### config.mk
export PLATFORM = sky130hd
export DESIGN_NAME = sram_pb_scrubber
export DESIGN_NICKNAME = d
export VERILOG_FILES = /design/src/rtl/sram_pb_scrubber.sv
export SDC_FILE = /design/constraint.sdc
export NUM_CORES = 1
export LEC_CHECK = 0
export BUFFER_PORTS_ARGS = -buffer_cell sky130_fd_sc_hd__buf_2
export CAP_MARGIN = 40
export CELL_PAD_IN_SITES_DETAIL_PLACEMENT = 0
export CELL_PAD_IN_SITES_GLOBAL_PLACEMENT = 1
export CORE_MARGIN = 1.5
export CORE_UTILIZATION = 30
export CTS_BUF_LIST = sky130_fd_sc_hd__clkbuf_4 sky130_fd_sc_hd__clkbuf_8
export DETAILED_ROUTE_END_ITERATION = 8
export HOLD_SLACK_MARGIN = 0.02
export PLACE_DENSITY_LB_ADDON = 0.1
export SYNTH_ARGS = -nofsm -noshare
export SYNTH_HDL_FRONTEND = slang
export SYNTH_SLANG_ARGS = --single-unit
### constraint.sdc
create_clock -name clk -period 2.3 [get_ports clk]
set_input_delay 0.23 -clock clk [delete_from_list [all_inputs] [get_ports clk]]
set_output_delay 0.23 -clock clk [all_outputs]
set_load 0.01 [all_outputs]
### src/rtl/sram_pb_scrubber.sv
// Background parity scrubber for a single-port-pair SRAM; client traffic always has priority.
// Latency: client accesses pass through combinationally; client_read_error and the error log lag one cycle.
// Backpressure: scrub reads/fixes stall while the client occupies the needed SRAM port; clients never stall.
module sram_pb_scrubber #(
    parameter int DATA_WIDTH      = 32,
    parameter int SIZE            = 1024,
    parameter int ADDR_WIDTH      = $clog2(SIZE),
    parameter int SCRUB_INTERVAL  = 256,
    parameter int ERR_COUNT_WIDTH = 8
) (
    input  logic                       clk,
    input  logic                       reset_n,
    input  logic                       client_read_en,
    input  logic [ADDR_WIDTH-1:0]      client_read_addr,
    output logic [DATA_WIDTH-1:0]      client_read_data,
    output logic                       client_read_error,
    input  logic                       client_write_en,
    input  logic [ADDR_WIDTH-1:0]      client_write_addr,
    input  logic [DATA_WIDTH-1:0]      client_write_data,
    output logic                       sram_read_en,
    output logic [ADDR_WIDTH-1:0]      sram_read_addr,
    input  logic [DATA_WIDTH-1:0]      sram_read_data,
    input  logic                       sram_pb_error,
    output logic                       sram_write_en,
    output logic [ADDR_WIDTH-1:0]      sram_write_addr,
    output logic [DATA_WIDTH-1:0]      sram_write_data,
    input  logic                       scrub_enable,
    input  logic                       err_clear,
    output logic                       err_valid,
    output logic [ADDR_WIDTH-1:0]      err_addr,
    output logic [ERR_COUNT_WIDTH-1:0] err_count
);

    localparam int TIMER_WIDTH = $clog2(SCRUB_INTERVAL);
    localparam logic [TIMER_WIDTH-1:0] TIMER_LAST = TIMER_WIDTH'(SCRUB_INTERVAL - 1);
    localparam logic [ADDR_WIDTH-1:0]  PTR_LAST   = ADDR_WIDTH'(SIZE - 1);

    typedef enum logic [1:0] {
        IDLE    = 2'd0,
        PENDING = 2'd1,
        FIX     = 2'd2
    } state_t;

    state_t                  state;
    logic [TIMER_WIDTH-1:0]  timer;
    logic [ADDR_WIDTH-1:0]   scrub_ptr;
    logic [ADDR_WIDTH-1:0]   ptr_next;
    logic                    scrub_rd;
    logic                    scrub_wr;
    logic                    fix_cancel;
    logic                    client_err;
    logic                    scrub_err;
    logic                    any_err;

    // A scrub read may only use the read port when the client is not reading, and must not
    // race a client write to the very word it is about to check.
    assign ptr_next   = (scrub_ptr == PTR_LAST) ? '0 : scrub_ptr + ADDR_WIDTH'(1);
    assign scrub_rd   = (state == PENDING) && scrub_enable && !client_read_en &&
                        !(client_write_en && (client_write_addr == scrub_ptr));
    assign scrub_wr   = (state == FIX) && !client_write_en;
    // A client write to the faulty word replaces its contents, so the zeroing fix is moot.
    assign fix_cancel = (state == FIX) && client_write_en && (client_write_addr == scrub_ptr);

    assign client_err = client_read_en & sram_pb_error;
    assign scrub_err  = scrub_rd & sram_pb_error;
    assign any_err    = client_err | scrub_err;

    // Enables are forced low during reset so nothing reaches the SRAM, even client traffic.
    assign sram_read_en     = reset_n & (client_read_en | scrub_rd);
    assign sram_read_addr   = client_read_en ? client_read_addr : scrub_ptr;
    assign sram_write_en    = reset_n & (client_write_en | scrub_wr);
    assign sram_write_addr  = client_write_en ? client_write_addr : scrub_ptr;
    assign sram_write_data  = client_write_en ? client_write_data : '0;
    assign client_read_data = sram_read_data;

    // Scrub sequencer: wait out the interval, read the next word, zero it if parity failed.
    always_ff @(posedge clk or negedge reset_n) begin
        if (!reset_n) begin
            state     <= IDLE;
            timer     <= '0;
            scrub_ptr <= '0;
        end else begin
            case (state)
                IDLE: begin
                    if (!scrub_enable) begin
                        timer <= '0;
                    end else if (timer == TIMER_LAST) begin
                        timer <= '0;
                        state <= PENDING;
                    end else begin
                        timer <= timer + TIMER_WIDTH'(1);
                    end
                end
                PENDING: begin
                    if (!scrub_enable) begin
                        state <= IDLE;
                    end else if (scrub_rd) begin
                        if (sram_pb_error) begin
                            state <= FIX;
                        end else begin
                            scrub_ptr <= ptr_next;
                            state     <= IDLE;
                        end
                    end
                end
                FIX: begin
                    if (scrub_wr || fix_cancel) begin
                        scrub_ptr <= ptr_next;
                        state     <= IDLE;
                    end
                end
                default: state <= IDLE;
            endcase
        end
    end

    // Error log: first failing address since clear plus a saturating count; a new error beats a clear.
    always_ff @(posedge clk or negedge reset_n) begin
        if (!reset_n) begin
            client_read_error <= 1'b0;
            err_valid         <= 1'b0;
            err_addr          <= '0;
            err_count         <= '0;
        end else begin
            client_read_error <= client_err;
            if (any_err) begin
                err_valid <= 1'b1;
                if (err_clear || !err_valid) begin
                    err_addr <= sram_read_addr;
                end
                if (err_clear) begin
                    err_count <= ERR_COUNT_WIDTH'(1);
                end else if (err_count != '1) begin
                    err_count <= err_count + ERR_COUNT_WIDTH'(1);
                end
            end else if (err_clear) begin
                err_valid <= 1'b0;
                err_addr  <= '0;
                err_count <= '0;
            end
        end
    end

endmodule

==> flow_metrics.env <==
export IMPL_status="finished clean"
export IMPL_routed_via_density=5.04
export IMPL_rr_startpoint="scrub_ptr[1]$_DFFE_PN0P_"
export IMPL_postRouteWirelength_um=9160
export IMPL_fp_dieArea_um2=10700
export IMPL_die_x_um=103
export IMPL_dpl_hpwl_um=7180
export IMPL_cp_start_kind="flop"
export IMPL_clk_pin_slew_ps=80
export IMPL_ant_nets=0
export IMPL_reg2reg_slack_ps=170
export IMPL_crit_type="reg2out"
export IMPL_synth_ff_type="dfrtp_1"
export IMPL_grt_pass1_wl_um=14000
export IMPL_min_period_ps=2150
export IMPL_power_leakage_nw=1.81
export IMPL_cts_buffer_depth=2
export IMPL_p_per_area_nw_per_um2=426
export IMPL_synthesis_area_um2=3020
export IMPL_critPathMaxFanout=6
export IMPL_tightest_slew_ps=664
export IMPL_diodes=0
export IMPL_hold_class="in2reg"
export IMPL_numCtsBuffers=5
export IMPL_synth_fp_nets=419
export IMPL_synth_edf_count=0
export IMPL_hold_viol=0
export IMPL_worstHoldEndpoint="timer[1]$_DFFE_PN0P_"
export IMPL_grtUsageTotal_pct=17.2
export IMPL_maxCapViolations=0
export IMPL_design_area_um2=3700
export IMPL_clock_latency_ps=300
export IMPL_synthCells=325
export IMPL_core_um2=9770
export IMPL_synthAdderAreaFrac_pct=1.24
export IMPL_slew_headroom_pct=55.1
export IMPL_cts_tree="built"
export IMPL_grt_max_degree=43
export IMPL_hp_start="scrub_enable"
export IMPL_synth_async_reset_ratio_pct=100
export IMPL_required_ps=2070
export IMPL_ctsRootBufferMaster="clkbuf_8"
export IMPL_syn_avg_cell_area_um2=9.28
export IMPL_drv_slew=0
export IMPL_drt_drc_violations_left=0
export IMPL_hold_ws_ps=220
export IMPL_ys_ff_latch=40
export IMPL_ys_seq_area_share_pct=33.2
export IMPL_fp_row_count=36
export IMPL_place_area_um2=3600
export IMPL_rsz0062_at_grt="no"
export IMPL_grt_pass1_vias=2688
export IMPL_arrival_ps=1920
export IMPL_peakVddDrop_mv=0.194
export IMPL_port_buffers=132
export IMPL_antenna_found_initial=0
export IMPL_clock_sinks=40
export IMPL_grt_overflow=0
export IMPL_fmax_ghz=0.466
export IMPL_reg2reg_depth=6
export IMPL_htree_levels=2
export IMPL_die_height_um=103
export IMPL_tns_ps=0
export IMPL_initial_core_util_pct=30.9
export IMPL_r2r_end="scrub_ptr[5]$_DFFE_PN0P_"
export IMPL_synth_warnings=0
export IMPL_yosys_area_share_xor_xnor_pct=3.77
export IMPL_synthSimpleGateAreaFrac_pct=23.7
export IMPL_initialDrtViolationCount=137
export IMPL_place_congestion=0.816
export IMPL_routedWlPerCell_um=16.4
export IMPL_drtPass1Iterations=5
export IMPL_synthToLayoutAreaGrowth_pct=22.7
export IMPL_vias=2818
export IMPL_skew_ps=6.14
export IMPL_nNetsFinal=522
export IMPL_setup_viol=0
export IMPL_synth_compound_area_share_pct=18.4
export IMPL_crit_path_end_kind="primary output"
export IMPL_io_pin_count=197
export IMPL_synth_top_family_by_area="simple AND/OR/NAND/NOR gates"
export IMPL_synthMuxAreaShare_pct=7.84
export IMPL_finalCritPeriodShare_pct=93.3
export IMPL_drive_gt1_share_pct=43.4
export IMPL_holdPathStages=3
export IMPL_synth_cell_types=55
[metrics by stage]
| step | power, mW | utilization, % | cells | setup slack [ps] |
|---|---|---|---|---|
| 2_1_floorplan | 1.02 | - | 325 | 386 |
| 3_3_place_gp | 1.14 | 36.8 | 552 | 222 |
| 3_5_place_dp | 1.14 | 36.8 | 552 | 195 |
| 4_1_cts | 1.60 | 37.6 | 558 | 20.1 |
| 5_1_grt | 1.68 | 37.9 | 559 | 8.18 |
| 6_report | 1.58 | 37.9 | 559 | 155 |
[power by group]
group / total [mW] / leakage (nW) / switching, mW / internal (mW)
combinational: 0.375 / 1.24 / 0.203 / 0.172
clock: 0.447 / 0.0359 / 0.250 / 0.196
sequential: 0.755 / 0.534 / 0.0265 / 0.729
[repair_timing]
item / 4_1_cts / 5_1_grt
hold buffers: 1 / 0
hold endpoints to repair: 8 / 0
endpoints found under the setup margin: 0 / 8
resized for setup: 0 / 3
setup buffers: 0 / 1
[cells by family after synthesis]
family,count (synthesis)
AND/OR/NAND/NOR,123
adder cells (fa/ha/maj),3
AO/OA/AOI/OAI,70
buffers and inverters,55
multiplexers,21
XOR/XNOR,13
flip-flops,40
[layer usage]
metal  track usage [%]  routed length [um]
met1              22.5                4000
met2              29.3                4430
met3              2.42                 563
met4              5.72                 159
met5                 0                   0
[critical path: stages, from the launching register on]
cell	delay, ps
dfrtp_1	490
xor2_1	190
or2_1	310
nor2_2	170
a31oi_1	100
o21a_1	200
buf_2	150
[cell type report]
type	instances	area, um2
inverters	4	15.0
repair buffers	147	776
well taps	133	166
flip-flops and latches	40	1000
multi-input cells	230	1680
clock buffers	5	68.8
fillers	1014	6070
[how the worst max path moves through the flow]
stage                             start                       end  slack, ps  cells past startpoint
6_report       scrub_ptr[9]$_DFFE_PN0P_              sram_read_en        150                      6
5_1_grt        scrub_ptr[0]$_DFFE_PN0P_  scrub_ptr[5]$_DFFE_PN0P_          8                      7
4_1_cts        scrub_ptr[0]$_DFFE_PN0P_              sram_read_en         20                      6
3_5_place_dp   scrub_ptr[0]$_DFFE_PN0P_   err_addr[3]$_DFFE_PN0P_        200                      5
3_3_place_gp   scrub_ptr[0]$_DFFE_PN0P_   err_addr[2]$_DFFE_PN0P_        220                      5
2_1_floorplan  scrub_ptr[8]$_DFFE_PN0P_  scrub_ptr[1]$_DFFE_PN0P_        390                      6
[synth_stat cells (5+ instances only)]
cell type   n  area, um2
o31ai_1     6       45.0
mux2_2     20        225
buf_4      35        263
dfrtp_1    40       1000
o21ai_0    16       80.1
o41ai_1     5       43.8
nand2_1    20       75.1
nand2b_1    6       37.5
clkbuf_1    9       33.8
a31oi_1     6       37.5
nor2b_1     5       31.3
nand3_1    11       55.1
nor2_1     15       56.3
xnor2_1     9       78.8
and3_1      5       31.3
a32o_1     10        100
and2_1     37        231
[cell usage in the layout, fill, tap and decap left out, types with 5 or more instances in the layout]
cell type	count
buf_4	14
clkbuf_8	5
nor2b_1	5
and3_1	5
nand3_1	11
a32o_1	10
nand2b_1	6
buf_2	132
o31ai_1	6
o41ai_1	5
nor2_1	14
o21ai_0	16
and2_1	37
dfrtp_1	40
a31oi_1	6
xnor2_1	7
mux2_2	20
nand2_1	20
[sequential cells by signal, indices dropped and copies added, names as in the netlist]
signal and cells:
err_valid 1, err_addr 10, timer 8, state 2
client_read_error 1, err_count 8, scrub_ptr 10
Note: power is estimated with default switching activity, not from simulation.
